**config.mk**
```make
export PLATFORM = sky130hd
export DESIGN_NAME = cube_state_store
export DESIGN_NICKNAME = d
export VERILOG_FILES = /design/src/rtl/cube_state_store.sv
export SDC_FILE = /design/constraint.sdc
export NUM_CORES = 1
export LEC_CHECK = 0
export BUFFER_PORTS_ARGS = -buffer_cell sky130_fd_sc_hd__buf_2
export CELL_PAD_IN_SITES_DETAIL_PLACEMENT = 0
export CELL_PAD_IN_SITES_GLOBAL_PLACEMENT = 1
export CORE_UTILIZATION = 56
export DETAILED_ROUTE_END_ITERATION = 8
export GPL_ROUTABILITY_DRIVEN = 0
export PLACE_DENSITY = 0.93
export SYNTH_ARGS = -nofsm -noshare
export SYNTH_HDL_FRONTEND = slang
export SYNTH_SLANG_ARGS = --single-unit
```
**constraint.sdc**
```tcl
create_clock -name Clk -period 7 [get_ports Clk]
set_input_delay 0.35 -clock Clk [delete_from_list [all_inputs] [get_ports Clk]]
set_output_delay 0.35 -clock Clk [all_outputs]
set_load 0.01 [all_outputs]
```
**src/rtl/cube_state_store.sv**
```systemverilog
// cube_state_store: stages 9 classifier sticker codes per face, checks the
// staged face, commits it into a 6x9 cube map and verifies the full cube on
// algstart. The solver reads the map through a 1-cycle registered port.
// Optional build macro COLOR_HIST_EN: per-color counters during verify, the
// pass condition also requires 9 stickers of each color, and the hist_bad
// output port is added.
module cube_state_store #(
    parameter int NFACES = 6,
    parameter int NSTICK = 9,
    parameter int CW     = 3
) (
    input  logic          Clk,
    input  logic          Reset,
    input  logic          init,
    input  logic          ds,
    input  logic          cs,
    input  logic          cc,
    input  logic          facedone,
    input  logic          algstart,
    input  logic          col_valid,
    input  logic [CW-1:0] col_code,
    output logic          col_ready,
    output logic          chk_done,
    output logic          chk_ok,
    output logic [2:0]    face_idx,
    output logic          cube_valid,
    output logic          cube_err,
    input  logic [5:0]    rd_addr,
    output logic [CW-1:0] rd_color
`ifdef COLOR_HIST_EN
    ,output logic [5:0]   hist_bad
`endif
);

    localparam int            NCELL      = NFACES * NSTICK;
    localparam int            CENTER     = (NSTICK - 1) / 2;
    localparam int            NCOLORS    = 6;
    localparam logic [CW-1:0] NONE       = {CW{1'b1}};
    localparam logic [CW-1:0] NCOL_CODE  = CW'(NCOLORS);
    localparam logic [2:0]    FACE_MAX   = 3'(NFACES);
    localparam logic [5:0]    LAST_STICK = 6'(NSTICK - 1);
    localparam logic [5:0]    LAST_CELL  = 6'(NCELL - 1);

    typedef enum logic [2:0] {
        IDLE    = 3'd0,
        CAPTURE = 3'd1,
        CHECK   = 3'd2,
        VERIFY  = 3'd3,
        DONE    = 3'd4
    } state_t;

    state_t        state_q, state_d;
    logic [CW-1:0] map_q   [NCELL];
    logic [CW-1:0] stage_q [NSTICK];
    logic [5:0]    cnt_q;
    logic [2:0]    face_idx_q;
    logic          chk_ok_q, chk_done_q, chk_acc_q;
    logic          cube_valid_q, cube_err_q, vfy_ok_q;
    logic          facedone_q, algstart_q;
    logic [CW-1:0] rd_color_q;

    logic          fd_rise, as_rise;
    logic          idle_fd, commit_en, accept;
    logic [NFACES-1:0] center_hit;
    logic [CW-1:0] chk_code, vfy_code;
    logic          chk_entry_ok;
    logic          pass_w;

    assign fd_rise   = facedone && !facedone_q;
    assign as_rise   = algstart && !algstart_q;
    // facedone only acts in IDLE when no higher-priority command is present
    assign idle_fd   = (state_q == IDLE) && !init && !cs && !cc && fd_rise;
    assign commit_en = idle_fd && chk_ok_q && (face_idx_q < FACE_MAX);
    assign accept    = (state_q == CAPTURE) && !cs && col_valid;

    // A staged center collides with the center of any already committed face
    generate
        for (genvar gi = 0; gi < NFACES; gi++) begin : g_center
            assign center_hit[gi] = (3'(gi) < face_idx_q) &&
                                    (map_q[gi * NSTICK + CENTER] == stage_q[CENTER]);
        end
    endgenerate

    assign chk_code     = stage_q[cnt_q[3:0]];
    assign chk_entry_ok = (chk_code < NCOL_CODE) &&
                          !((cnt_q == 6'(CENTER)) && (|center_hit));
    assign vfy_code     = map_q[cnt_q];

`ifdef COLOR_HIST_EN
    logic [3:0] hist_q [NCOLORS];
    logic [5:0] hist_bad_q;
    logic [5:0] hist_bad_w;

    generate
        for (genvar gi = 0; gi < NCOLORS; gi++) begin : g_hist_bad
            assign hist_bad_w[gi] = (hist_q[gi] != 4'd9);
        end
    endgenerate

    assign pass_w   = (face_idx_q == FACE_MAX) && vfy_ok_q && (hist_bad_w == 6'd0);
    assign hist_bad = hist_bad_q;

    // Per-color counters accumulate during the verify scan, latched in DONE
    always_ff @(posedge Clk) begin
        if (Reset || init) begin
            for (int c = 0; c < NCOLORS; c++) hist_q[c] <= 4'd0;
            hist_bad_q <= 6'd0;
        end else if (state_q == IDLE && !cs && !cc && !fd_rise && as_rise) begin
            for (int c = 0; c < NCOLORS; c++) hist_q[c] <= 4'd0;
        end else if (state_q == VERIFY) begin
            if (vfy_code < NCOL_CODE && hist_q[vfy_code] != 4'hF)
                hist_q[vfy_code] <= hist_q[vfy_code] + 4'd1;
        end else if (state_q == DONE) begin
            hist_bad_q <= hist_bad_w;
        end
    end
`else
    assign pass_w = (face_idx_q == FACE_MAX) && vfy_ok_q;
`endif

    // State register
    always_ff @(posedge Clk) begin
        if (Reset) state_q <= IDLE;
        else       state_q <= state_d;
    end

    // Next-state logic; init overrides everything
    always_comb begin
        state_d = state_q;
        case (state_q)
            IDLE: begin
                if (cs)                   state_d = CAPTURE;
                else if (cc)              state_d = CHECK;
                else if (fd_rise)         state_d = IDLE;
                else if (as_rise)         state_d = VERIFY;
            end
            CAPTURE: if (accept && cnt_q == LAST_STICK) state_d = IDLE;
            CHECK:   if (cnt_q == LAST_STICK)           state_d = IDLE;
            VERIFY:  if (cnt_q == LAST_CELL)            state_d = DONE;
            DONE:    state_d = DONE;
            default: state_d = IDLE;
        endcase
        if (init) state_d = IDLE;
    end

    // Edge detectors for the level-type facedone/algstart inputs
    always_ff @(posedge Clk) begin
        if (Reset) begin
            facedone_q <= 1'b0;
            algstart_q <= 1'b0;
        end else begin
            facedone_q <= facedone;
            algstart_q <= algstart;
        end
    end

    // Staging buffer: capture writes, ds clears (except during verify)
    always_ff @(posedge Clk) begin
        if (Reset || init || (ds && state_q != VERIFY)) begin
            for (int s = 0; s < NSTICK; s++) stage_q[s] <= NONE;
        end else if (accept) begin
            stage_q[cnt_q[3:0]] <= col_code;
        end
    end

    // Cube map: whole staged face copied into its slot in one cycle
    always_ff @(posedge Clk) begin
        if (Reset || init) begin
            for (int i = 0; i < NCELL; i++) map_q[i] <= NONE;
        end else if (commit_en) begin
            for (int f = 0; f < NFACES; f++)
                for (int s = 0; s < NSTICK; s++)
                    if (face_idx_q == 3'(f)) map_q[f * NSTICK + s] <= stage_q[s];
        end
    end

    // Solver read port, out-of-range addresses read as NONE
    always_ff @(posedge Clk) begin
        if (Reset) rd_color_q <= NONE;
        else       rd_color_q <= (rd_addr <= LAST_CELL) ? map_q[rd_addr] : NONE;
    end

    // Counters, face check, commit bookkeeping and verify result
    always_ff @(posedge Clk) begin
        if (Reset || init) begin
            cnt_q        <= 6'd0;
            face_idx_q   <= 3'd0;
            chk_ok_q     <= 1'b0;
            chk_done_q   <= 1'b0;
            chk_acc_q    <= 1'b1;
            cube_valid_q <= 1'b0;
            cube_err_q   <= 1'b0;
            vfy_ok_q     <= 1'b1;
        end else begin
            chk_done_q <= 1'b0;
            case (state_q)
                IDLE: begin
                    if (cs) begin
                        cnt_q <= 6'd0;
                    end else if (cc) begin
                        cnt_q     <= 6'd0;
                        chk_acc_q <= 1'b1;
                    end else if (fd_rise) begin
                        if (face_idx_q == FACE_MAX) begin
                            cube_err_q <= 1'b1;
                        end else if (chk_ok_q) begin
                            face_idx_q <= face_idx_q + 3'd1;
                            chk_ok_q   <= 1'b0;
                        end
                    end else if (as_rise) begin
                        cnt_q    <= 6'd0;
                        vfy_ok_q <= 1'b1;
                    end
                end
                CAPTURE: begin
                    if (cs)          cnt_q <= 6'd0;
                    else if (accept) cnt_q <= (cnt_q == LAST_STICK) ? 6'd0 : cnt_q + 6'd1;
                end
                CHECK: begin
                    chk_acc_q <= chk_acc_q && chk_entry_ok;
                    if (cnt_q == LAST_STICK) begin
                        chk_ok_q   <= chk_acc_q && chk_entry_ok;
                        chk_done_q <= 1'b1;
                        cnt_q      <= 6'd0;
                    end else begin
                        cnt_q <= cnt_q + 6'd1;
                    end
                end
                VERIFY: begin
                    if (vfy_code >= NCOL_CODE) vfy_ok_q <= 1'b0;
                    cnt_q <= (cnt_q == LAST_CELL) ? 6'd0 : cnt_q + 6'd1;
                end
                DONE: begin
                    cube_valid_q <= pass_w;
                    if (!pass_w) cube_err_q <= 1'b1;
                end
                default: cnt_q <= 6'd0;
            endcase
            // ds drops a pending check result; it wins over a finishing check
            if (ds && state_q != VERIFY) chk_ok_q <= 1'b0;
        end
    end

    assign col_ready  = (state_q == CAPTURE);
    assign chk_done   = chk_done_q;
    assign chk_ok     = chk_ok_q;
    assign face_idx   = face_idx_q;
    assign cube_valid = cube_valid_q;
    assign cube_err   = cube_err_q;
    assign rd_color   = rd_color_q;

endmodule

```
# Word level (Yosys, flattened, before mapping)
# Memory sizes are Yosys's and may differ from the RTL's. A register that Yosys moved wholly into a read port is not among the register bits.
# Index checks and enable logic that the tools add are counted.
[op_classes] n_addsub=2 reduce_logical=48 n_eq_ne=37 bitwise_logic=60 n_mux=131 order_cmp=10
[op_table] op="3-bit 2-to-1 mux" n=62
[op_table] op="6-bit 2-to-1 mux" n=10
[op_table] op="1-bit bitwise OR" n=54
[op_table] op="1-bit 2-to-1 mux" n=50
[op_table] op="6-bit case mux with 5 select lines" n=1
[op_table] op="6-bit AND reduction" n=4
[op_table] op="1-bit logical AND" n=22
[op_table] op="2-bit != test (second input constant)" n=11
[op_table] op="3-bit equality test" n=6
[op_table] op="3-bit case mux with 5 select lines" n=1
[op_table] op="3-bit by 2-bit equality test with 1-bit output (second input constant)" n=4
[op_table] op="3-bit equality test (second input constant)" n=4
[op_table] op="4-bit 2-to-1 mux" n=3
[op_table] op="4-bit != test (second input constant)" n=2
[op_table] op="1-bit case mux with 2 select lines" n=4
[op_table] op="4-bit AND reduction" n=2
[op_table] op="2-bit OR reduction" n=4
[op_table] op="6-bit by 1-bit adder with 6-bit output (second input constant)" n=1
[op_table] op="3-bit by 1-bit equality test with 1-bit output (second input constant)" n=2
[op_table] op="6-bit by 3-bit equality test with 1-bit output (second input constant)" n=1
[op_table] op="6-bit by 4-bit equality test with 1-bit output (second input constant)" n=1
[op_table] op="6-bit equality test (second input constant)" n=1
[op_table] op="6-bit <= comparator (second input constant)" n=1
[op_table] op="1-bit zero test" n=6
[op_table] op="16 further kinds" n=31
[word_totals] reg_bits=20 out_inout_bits=11 word_cells=301 mem_bits_rw=189 mem_count=2 inputBits=18
[memory_table] name="map_q" words=54 word_bits=3 rd=8 rd_ports_with_merged_regs=2 wr=54 line_no="53" rtl="logic [CW-1:0] map_q [NCELL];"
[memory_table] name="stage_q" words=9 word_bits=3 rd=10 rd_ports_with_merged_regs=1 wr=9 line_no="54" rtl="logic [CW-1:0] stage_q [NSTICK];"

# Longest topological paths before layout
# Gate-level depths: netlist of the first run.
[depth] depth_word=11 ltp_mapped=9 mapped_depth_nobuf=8

# Worst setup path before layout of the first run
# Ideal clock, no wire load.
[synth_path] kind="reg-to-reg" start="register state_q[0]" end="memory map_q[0][0], enable pin" path_stages_with_launch=8 setup_time_ns=0.388 required_ns=6.612 arrival_time_ns=2.530 path_slack_ns=4.082 path_buffers=1 period_less_slack_ns=2.918 path_cell_list="dfxtp_1 > or4_1 > nor2_1 > nand3_1 > nor3_1 > and2_1 > buf_2 > nand2b_1"
[synth_rtl] item="from (decl)" line_no="52" rtl="state_t state_q, state_d;"
[synth_rtl] item="from (signal assigned)" line_no="124" rtl="else state_q <= state_d;"
[synth_rtl] item="to (decl)" line_no="53"

==> results of run 1 <==
## final timing paths
check / slack [ps] / endpoint
worst max-delay path: 2730 / map_q[25][1]
worst min-delay path: 70 / algstart_q
worst max register to register: 2730 / map_q[25][1]
worst min register to register: 460 / cube_valid
## worst reg2reg max path: stages (launching register included)
cell	delay, ps
sky130_fd_sc_hd__dfxtp_1	430
sky130_fd_sc_hd__or4_1	660
sky130_fd_sc_hd__nor2_1	240
sky130_fd_sc_hd__nand3_1	240
sky130_fd_sc_hd__nor3_1	450
sky130_fd_sc_hd__and2_1	810
sky130_fd_sc_hd__nand2b_1	1030
## registers in the layout (all words and copies together), names as in the netlist, named ones only
| register | cells |
|---|---|
| chk_acc_q | 1 |
| cnt_q | 6 |
| cube_err | 1 |
| rd_color | 3 |
| facedone_q | 1 |
| map_q | 162 |
| vfy_ok_q | 1 |
| face_idx | 3 |
| algstart_q | 1 |
| cube_valid | 1 |
| chk_done | 1 |
| state_q | 3 |
| stage_q | 41 |
| chk_ok | 1 |
## cell usage after synthesis, types with 4 or more instances
cell type                  count  area (um2)
sky130_fd_sc_hd__edfxtp_1    203        6100
sky130_fd_sc_hd__and3_1        8        50.1
sky130_fd_sc_hd__a21oi_1      18        90.1
sky130_fd_sc_hd__nand2_1     170         638
sky130_fd_sc_hd__nand2b_1      9        56.3
sky130_fd_sc_hd__buf_2        15        75.1
sky130_fd_sc_hd__xor2_1        9        78.8
sky130_fd_sc_hd__ha_1          7        87.6
sky130_fd_sc_hd__nor2b_1       7        43.8
sky130_fd_sc_hd__nor2_1       54         203
sky130_fd_sc_hd__or2_2        30         188
sky130_fd_sc_hd__a21o_1        6        45.0
sky130_fd_sc_hd__mux4_2       53        1190
sky130_fd_sc_hd__dfxtp_1      29         581
sky130_fd_sc_hd__o211ai_1     11        82.6
sky130_fd_sc_hd__nor3_1       11        55.1
sky130_fd_sc_hd__nand3_1      45         225
sky130_fd_sc_hd__a31oi_1       7        43.8
sky130_fd_sc_hd__clkbuf_1     29         109
sky130_fd_sc_hd__mux2i_1       5        50.1
sky130_fd_sc_hd__inv_1        38         143
sky130_fd_sc_hd__xnor2_1      13         114
sky130_fd_sc_hd__o21ai_0      37         185
sky130_fd_sc_hd__nand3b_1      4        30.0
sky130_fd_sc_hd__buf_1         6        22.5
sky130_fd_sc_hd__a311oi_1      4        35.0
## layout make-up
cell class / count / share of cell area (%)
inverter: 38 / 1.20
sequential: 232 / 56.3
clock inverter: 16 / 1.52
clock buffer: 25 / 4.92
timing repair buffer: 32 / 1.43
tap: 260 / 2.74
multi-input combinational: 543 / 31.9
## per-stage QoR
step	cell area (um2)	utilization [%]
finish	11900	63.0
global route	11900	63.0
global placement	11100	58.9
floorplan	10800	-
CTS	11900	63.0
detailed placement	11100	58.9
## power groups by stage
stage | sequential (mW) | clock [mW] | combinational (mW)
3_3_place_gp | 1.53 | 0 | 0.104
6_report | 1.50 | 1.26 | 0.106
2_1_floorplan | 1.53 | 0 | 0.0752
5_1_grt | 1.50 | 1.31 | 0.115
3_5_place_dp | 1.53 | 0 | 0.106
4_1_cts | 1.50 | 1.26 | 0.106
## kinds of logic (layout without fill, tap and decap cells)
logic type | Yosys count | count (layout) | synth area share, %
flip-flops | 232 | 232 | 61.7
buffers and inverters | 90 | 111 | 3.40
AND/OR/NAND/NOR | 353 | 353 | 14.7
multiplexers | 58 | 58 | 11.5
adder cells (fa/ha/maj) | 7 | 7 | 0.809
XOR/XNOR | 22 | 22 | 1.78
AO/OA/AOI/OAI | 103 | 103 | 6.13
## routing by layer
layer | wire [um] | share of wire (%)
met4 | 1240 | 4.5
met5 | 0 | 0
met3 | 2800 | 10
met2 | 13100 | 48
met1 | 10200 | 37
==> run summary, run 1 <==
Outcome: finished clean
Clock share of power: 43.8%
Total of hold buffers inserted after clock tree synthesis: 0
Floorplan die width: 141 um
Most used routing layer: met2
Critical path launch point: state_q[0]
Via count: 7139
H-tree level count: 1
Largest incremental delay on the critical path: 1030 ps
Start point of the worst hold path: algstart
Area of the die: 0.0199 mm2
Clock period minus worst slack: 4270 ps
Overall power of the completed layout: 2.87 mW
Antenna violations before repair: 0
Area delta synth->final: 9.56%
Net count after synthesis: 890
Final Max Slew Viols: 0
Number of distinct standard cells referenced by the synthesized netlist: 49
Inserted Diodes: 0
CP Cell Sequence: or4_1 -> nor2_1 -> nand3_1 -> nor3_1 -> and2_1 -> nand2b_1
All-layer global routing usage: 28.8%
Sw Share: 20.4%
Total number of clock tree sinks: 232
Hold Crit Depth: 2
Kind of start point of the critical path: flop
Met3 layer usage reported by global route: 4.72%
Post-CTS setup buffer count: 0
Later-pin clock latency in the skew report: 520 ps
Max transition margin: 18.3%
# setup viols final: 0
Post-DR wirelength/cell: 23.9 um
Share of total power in sequential cells: 52.5%
Floorplan die height: 141 um
Final HPWL from detailed placement: 18500 um
Maximum number of pins on one net before global-route repair: 60
IO buf count: 28
Setup TNS: 0 ps
Highest achievable clock rate: 234 MHz
Number of instances resized during post-cts repair: 0
Arrival time worst endpoint: 4390 ps
Leak pwr: 3.37 nW
Class of the tightest hold or removal check: in -> reg
Setup repair after global routing missed its margin: false
Most common library cell in the layout ignoring fill and taps: sky130_fd_sc_hd__edfxtp_1
Worst reg2reg startpoint: state_q[0]
Most frequent cells in the layout: sky130_fd_sc_hd__edfxtp_1 (203), sky130_fd_sc_hd__nand2_1 (170), sky130_fd_sc_hd__nor2_1 (54)
Clk pin slew, worst setup/hold paths: 60 ps
Netlist area before placement: 0.0108 mm2
Iteration-0 DRC count of the detailed router: 874
Required arrival time at the worst endpoint: 7110 ps
Register bit total from synthesis: 232
Switch Pwr: 585 uW
Internal Dissipation: 2.28 mW
Buffers plus inverters on the worst setup path: 0
Area occupied by registers: 0.00668 mm2
DRC Markers: 0
Vias in the first global route: 7106
Top flip-flop cell by instance count after synthesis: sky130_fd_sc_hd__edfxtp_1
Kind of critical path: reg -> reg
GR Overflow Total: 0
Initial Util: 57.5%
Deepest clock path buffer count: 3
Clk root buf: sky130_fd_sc_hd__clkbuf_16
Worst voltage drop across the vdd grid: 0.207 mV
Proportion of synthesized chip area in sequential cells: 61.7%
Routed Wire Length: 27400 um
Post-placement cell count: 1105
Maximum fanout encountered on the critical timing path: 28
Net total in the final layout: 895
Slowest cell on the critical path: sky130_fd_sc_hd__nand2b_1
Final critical-path share of the clock period: 61.0%
Post-layout instance count excluding filler cells: 1146
Family of cells with the greatest summed delay on the critical path: simple AND/OR/NAND/NOR gates
Post-DRT Antenna Nets: 0
Number of vias per cell: 6.23
TritonCTS buffer count: 23
Final Hold Violating Endpoints: 0
Crit end category: flop
Clock tree from TritonCTS: done
Floorplan row count: 50
Core region area: 0.0188 mm2
Pwr Density: 242 mW/mm2
GR met2 Demand/Resource: 47.6%
Fraction of layout instances using a drive strength above 1: 16.9%
Logic gate share of total power: 3.7%
Synthesized area per cell: 12.5 um2
Combined area of the multi-input logic cells: 0.00378 mm2
Yosys warning count: 0
Top-level I/O count: 29
Count of flip-flops with a built-in enable after synthesis: 203
Share of async-settable or async-resettable flops after synthesis: 0%
Maxcap violations: 0
Transition time at the pin with the least slew margin: 1230 ps
First-pass DRT Iterations: 5
Register-to-Register Path Depth: 6
Fillers: 1424
Fin Clk Skew: 30.7 ps
Hold_ws: 68.3 ps
Global-route track usage on met1: 37.7%
Syn Inst Count: 865
Pre-CTS WS: 2880 ps
Number of logic stages on the critical path including buffering: 6
Global-route wire length before repair: 41600 um
Final setup margin: 2730 ps
Power figures use the tool's default switching activity.
==> inputs of run 2 (changes only) <==
--- a/config.mk
+++ b/config.mk
@@ -8,10 +8,10 @@
 export BUFFER_PORTS_ARGS = -buffer_cell sky130_fd_sc_hd__buf_2
 export CELL_PAD_IN_SITES_DETAIL_PLACEMENT = 0
 export CELL_PAD_IN_SITES_GLOBAL_PLACEMENT = 1
-export CORE_UTILIZATION = 56
+export CORE_UTILIZATION = 52
 export DETAILED_ROUTE_END_ITERATION = 8
 export GPL_ROUTABILITY_DRIVEN = 0
-export PLACE_DENSITY = 0.93
+export PLACE_DENSITY = 0.88
 export SYNTH_ARGS = -nofsm -noshare
 export SYNTH_HDL_FRONTEND = slang
 export SYNTH_SLANG_ARGS = --single-unit
==> constraint.sdc (replaced) <==
create_clock -name Clk -period 4.4 [get_ports Clk]
set_input_delay 0.22 -clock Clk [delete_from_list [all_inputs] [get_ports Clk]]
set_output_delay 0.22 -clock Clk [all_outputs]
set_load 0.01 [all_outputs]
==> run 2 against run 1 <==
First-iteration DRC count increased by 2.3%; combinational power increased by 63%; global-route usage decreased by 2.2 points; utilization decreased by 3.9 points; clock skew decreased by 19 ps; clock-buffer cell count increased by 2; highest routed layer unchanged; final area increased by 1.1%; setup slack got worse by 1900 ps; wire length increased by 1.1%.
==> run summary, run 2 (synthesized netlist as in run 1, its figures left out) <==
Start point of the worst hold path: Reset
Clock period minus worst slack: 3540 ps (-727 ps)
Worst voltage drop across the vdd grid: 0.285 mV (+38%)
Most common library cell in the layout ignoring fill and taps: sky130_fd_sc_hd__edfxtp_1
DRC Markers: 0 (unchanged)
Floorplan die height: 146 um (+3.7%)
# setup viols final: 0 (unchanged)
Most frequent cells in the layout: sky130_fd_sc_hd__edfxtp_1 (203), sky130_fd_sc_hd__nand2_1 (170), sky130_fd_sc_hd__nor2_1 (54)
Fin Clk Skew: 12.1 ps (-18.6 ps)
Fillers: 1636 (+15%)
Area delta synth->final: 10.8%
Later-pin clock latency in the skew report: 520 ps (about the same)
Final HPWL from detailed placement: 19500 um (+5.2%)
Worst reg2reg startpoint: state_q[0]
Fraction of layout instances using a drive strength above 1: 17.9% (+1.0 points)
Hold Crit Depth: 2 (unchanged)
IO buf count: 28 (unchanged)
GR Overflow Total: 0 (unchanged)
Crit end category: flop
Number of instances resized during post-cts repair: 0 (unchanged)
Maximum number of pins on one net before global-route repair: 44 (-27%)
Post-DR wirelength/cell: 23.7 um (-0.83%)
Net total in the final layout: 910 (+1.7%)
Final Hold Violating Endpoints: 0 (unchanged)
Outcome: finished clean
Initial Util: 53.3% (-4.2 points)
Registers with the highest flip-flop counts: map_q (162), stage_q (41), cnt_q (6)
TritonCTS buffer count: 24 (+4.3%)
Class of the tightest hold or removal check: in -> reg
Antenna violations before repair: 0 (unchanged)
R2R Setup Slk: 860 ps (-1870 ps)
Post-DRT Antenna Nets: 0 (unchanged)
Floorplan row count: 52 (+4.0%)
First-pass DRT Iterations: 5 (unchanged)
Clock tree from TritonCTS: done
Flip-flop count of the largest register, all copies and words added: 162 (unchanged)
Clk root buf: sky130_fd_sc_hd__clkbuf_16
Setup TNS: 0 ps (unchanged)
Top-level I/O count: 29 (unchanged)
Max transition margin: 34.0% (+16 points)
Highest achievable clock rate: 282 MHz (+21%)
Required arrival time at the worst endpoint: 4600 ps (-2510 ps)
Kind of start point of the critical path: flop
Kind of critical path: reg -> reg
Via count: 7262 (+1.7%)
Core region area: 0.0203 mm2 (+7.8%)
Setup repair after global routing missed its margin: false
Floorplan die width: 146 um (+3.7%)
All-layer global routing usage: 26.6% (-2.2 points)
End of the worst register-to-register path: map_q[10][1]
Leak pwr: 3.44 nW (+2.2%)
Number of vias per cell: 6.22 (-0.19%)
Transition time at the pin with the least slew margin: 986 ps (-240 ps)
H-tree level count: 1 (unchanged)
Total number of clock tree sinks: 232 (unchanged)
Reg with most FFs: map_q
Global-route wire length before repair: 42600 um (+2.3%)
Iteration-0 DRC count of the detailed router: 894 (+2.3%)
Post-placement cell area: 0.0112 mm2 (+0.86%)
Routed Wire Length: 27700 um (+1.1%)
Inserted Diodes: 0 (unchanged)
Clk pin slew, worst setup/hold paths: 60 ps (about the same)
Final critical-path share of the clock period: 80.5% (+20 points)
Worst Hold End: facedone_q
Maximum fanout encountered on the critical timing path: 28 (unchanged)
Register-to-Register Path Depth: 8 (+2)
Maxcap violations: 0 (unchanged)
Pwr Density: 383 mW/mm2 (+58%)
Final Max Slew Viols: 0 (unchanged)
Summed area of non-filler cells in the final layout: 0.0120 mm2 (+1.1%)
Vias in the first global route: 7110 (+0.056%)
Area of the die: 0.0214 mm2 (+7.6%)
Deepest clock path buffer count: 3 (unchanged)
Arrival time worst endpoint: 3740 ps (-650 ps)
-- run 2: worst max-delay path by stage --
stage,slack (ps),cells past startpoint,from,to
after floorplan,1480,7,state_q[0],map_q[0][0]
after global placement,1040,8,state_q[0],map_q[16][1]
after detailed placement,930,8,state_q[0],map_q[10][1]
after CTS,920,8,state_q[0],map_q[10][1]
after global routing,640,8,state_q[0],map_q[10][1]
final,860,8,state_q[0],map_q[10][1]
-- run 2: report_power, final --
group,internal (mW),switching [mW],total [mW]
registers,2.39,0.00961,2.40
clock network,1.20,0.823,2.02
logic,0.0559,0.117,0.173
total,3.64,0.950,4.59
-- run 2: per-layer routing --
layer | GRT usage (%) | wire, um
met1 | 34.5 | 10500
met2 | 44.1 | 13600
met3 | 5.13 | 2520
met4 | 11.2 | 1130
met5 | 0 | 0
-- run 2: timing repair --
item | CTS | global route
setup buffers | 0 | 0
endpoints found under the setup margin | 0 | 0
hold buffers | 3 | 0
hold endpoints to repair | 3 | 0
-- run 2: final cells by class --
| type | instances | area [um2] | area share (%) |
|---|---|---|---|
| sequential | 232 | 6680 | 55.7 |
| multi-input combinational | 543 | 3780 | 31.5 |
| clock buffer | 27 | 633 | 5.28 |
| tap | 270 | 338 | 2.82 |
| timing repair buffer | 46 | 283 | 2.36 |
| inverter | 38 | 143 | 1.19 |
| clock inverter | 12 | 135 | 1.13 |
-- run 2: through the flow --
step	total power, mW	utilization, %	hold WS (ps)	worst slack (ps)	cells
after CTS	4.60	59.1	45.2	923	1168
after global placement	2.61	55.1	439	1040	1126
after global routing	4.69	59.1	57.4	645	1168
after detailed placement	2.61	55.1	446	932	1126
final	4.59	59.1	45.9	856	1168
after floorplan	2.56	-	292	1480	865
-- run 2: worst max-delay path, cell delays in order, from the launching register on --
cell and delay, ps:
sky130_fd_sc_hd__dfxtp_1 410, sky130_fd_sc_hd__or4_1 660, sky130_fd_sc_hd__nor2_1 230, sky130_fd_sc_hd__nand3_1 220, sky130_fd_sc_hd__nor3_1 430, sky130_fd_sc_hd__and3_1 220, sky130_fd_sc_hd__buf_4 270, sky130_fd_sc_hd__nand2b_1 400
sky130_fd_sc_hd__buf_4 360
==> inputs of run 3 (changes only) <==
==> constraint.sdc (replaced) <==
create_clock -name Clk -period 3.55 [get_ports Clk]
set_input_delay 0.1775 -clock Clk [delete_from_list [all_inputs] [get_ports Clk]]
set_output_delay 0.1775 -clock Clk [all_outputs]
set_load 0.01 [all_outputs]
==> run 3 against run 2 <==
Flip-flop and latch count is the same; sequential share of layout area is 0.19 points lower; largest power group unchanged; power increased by 22%; highest routed layer unchanged; setup slack got worse by 260 ps; wire length shrank 1.8%; final cell count is 1.3% higher; largest cell class unchanged; first-iteration DRC count fell by 15%; final area rose by 0.33%.
==> run summary, run 3 (synthesized netlist as in run 1, its figures left out) <==
Fillers: 1632 (-0.24%)
Floorplan die height: 146 um (unchanged)
Registers with the highest flip-flop counts: map_q (162), stage_q (41), cnt_q (6)
Reg with most FFs: map_q
Final critical-path share of the clock period: 83.3% (+2.8 points)
Final Core Density: 59.3% (+0.20 points)
Internal Dissipation: 4.39 mW (+21%)
Summed area of non-filler cells in the final layout: 0.0120 mm2 (+0.33%)
Pwr Density: 465 mW/mm2 (+21%)
Critical path launch point: state_q[0]
Post-layout instance count excluding filler cells: 1183 (+1.3%)
Setup repair after global routing missed its margin: false
Transition time at the pin with the least slew margin: 1030 ps (+42.2 ps)
Worst voltage drop across the vdd grid: 0.408 mV (+43%)
Vias in the first global route: 7116 (+0.084%)
Core region area: 0.0203 mm2 (unchanged)
Post-placement cell count: 1130 (+0.36%)
Pre-CTS WS: 634 ps (-298 ps)
Overall power of the completed layout: 5.59 mW (+22%)
Maximum number of pins on one net before global-route repair: 43 (-2.3%)
Share of total power in sequential cells: 53.1% (+0.9 points)
Area of the die: 0.0214 mm2 (unchanged)
Total number of clock tree sinks: 232 (unchanged)
Logic gate share of total power: 4.0% (+0.2 points)
Top-level I/O count: 29 (unchanged)
Deepest clock path buffer count: 3 (unchanged)
Post-placement cell area: 0.0112 mm2 (+0.27%)
Routed Wire Length: 27200 um (-1.8%)
Number of instances resized during post-cts repair: 0 (unchanged)
Leak pwr: 3.45 nW (+0.34%)
Initial Util: 53.3% (unchanged)
Kind of critical path: reg -> reg
Later-pin clock latency in the skew report: 540 ps (+20 ps)
Post-DR wirelength/cell: 23.0 um (-3.1%)
Final setup margin: 593 ps (-263 ps)
IO buf count: 28 (unchanged)
Post-DRT Antenna Nets: 0 (unchanged)
DRC Markers: 0 (unchanged)
GR Overflow Total: 0 (unchanged)
Kind of start point of the critical path: flop
Most frequent cells in the layout: sky130_fd_sc_hd__edfxtp_1 (203), sky130_fd_sc_hd__nand2_1 (170), sky130_fd_sc_hd__nor2_1 (54)
Sw Share: 21.4% (+0.74 points)
Fraction of layout instances using a drive strength above 1: 18.2% (+0.29 points)
# setup viols final: 0 (unchanged)
Class of the tightest hold or removal check: in -> reg
Clock period minus worst slack: 2960 ps (-587 ps)
Clk pin slew, worst setup/hold paths: 60 ps (about the same)
Maximum fanout encountered on the critical timing path: 12 (-57%)
Number of vias per cell: 6.09 (-2.0%)
Global-route wire length before repair: 41700 um (-2.0%)
Worst reg2reg startpoint: state_q[0]
Total of hold buffers inserted after clock tree synthesis: 5 (+2)
Arrival time worst endpoint: 3180 ps (-560 ps)
Hold_ws: 42.6 ps (-3.28 ps)
Floorplan die width: 146 um (unchanged)
Final Max Slew Viols: 0 (unchanged)
TritonCTS buffer count: 25 (+4.2%)
Clk root buf: sky130_fd_sc_hd__clkbuf_16
Maxcap violations: 0 (unchanged)
Most common library cell in the layout ignoring fill and taps: sky130_fd_sc_hd__edfxtp_1
Flip-flop count of the largest register, all copies and words added: 162 (unchanged)
Antenna violations before repair: 2 (+2)
Final HPWL from detailed placement: 18700 um (-4.1%)
Switch Pwr: 1.20 mW (+26%)
Floorplan row count: 52 (unchanged)
Highest achievable clock rate: 338 MHz (+20%)
Post-CTS setup buffer count: 0 (unchanged)
Final Hold Violating Endpoints: 0 (unchanged)
Iteration-0 DRC count of the detailed router: 758 (-15%)
Outcome: finished clean
Crit end category: flop
All-layer global routing usage: 26.3% (-0.33 points)
Net total in the final layout: 917 (+0.77%)
Start point of the worst hold path: init
H-tree level count: 1 (unchanged)
Fin Clk Skew: 25.9 ps (+13.8 ps)
Via count: 7206 (-0.77%)
Area delta synth->final: 11.1%
Clock tree from TritonCTS: done
Max transition margin: 31.2% (-2.8 points)
Setup TNS: 0 ps (unchanged)
Clock share of power: 42.9% (-1.1 points)
Required arrival time at the worst endpoint: 3770 ps (-830 ps)
First-pass DRT Iterations: 5 (unchanged)
## run 3: final timing paths
kind	end	slack [ps]	depth (start not counted)
max	map_q[0][0]	590	7
min	chk_acc_q	40	3
max reg2reg	map_q[0][0]	590	7
min reg2reg	cube_valid	460	2
## run 3: final cells by class
class | instances | area, um2 | area share (%)
antenna | 2 | 5.00 | 0.0416
clock buffer | 29 | 641 | 5.33
clock inverter | 17 | 113 | 0.936
inverter | 38 | 143 | 1.19
multi-input combinational | 543 | 3780 | 31.4
sequential | 232 | 6680 | 55.5
tap | 270 | 338 | 2.81
timing repair buffer | 52 | 333 | 2.77
## run 3: power groups by stage
stage	clock (mW)	combinational (mW)	sequential, mW
2_1_floorplan	0	0.148	3.02
3_3_place_gp	0	0.213	3.03
3_5_place_dp	0	0.217	3.03
4_1_cts	2.43	0.221	2.97
5_1_grt	2.56	0.240	2.97
6_report	2.40	0.221	2.97
## run 3: layer usage
layer	up-vias	GRT usage, %	wire length [um]
met5	-	0	0
met4	0	8.91	835
met3	57	5.50	2640
met2	360	43.2	13200
met1	3559	35.0	10500
li1	3230	-	-
## run 3: worst max-delay path: stages, from the launching register on
cell and delay (ps):
sky130_fd_sc_hd__dfxtp_1 410, sky130_fd_sc_hd__or4_1 640, sky130_fd_sc_hd__nor2_1 230, sky130_fd_sc_hd__nand3_1 230
sky130_fd_sc_hd__nor3_1 310, sky130_fd_sc_hd__and2_1 190, sky130_fd_sc_hd__nand2b_1 360, sky130_fd_sc_hd__buf_4 280
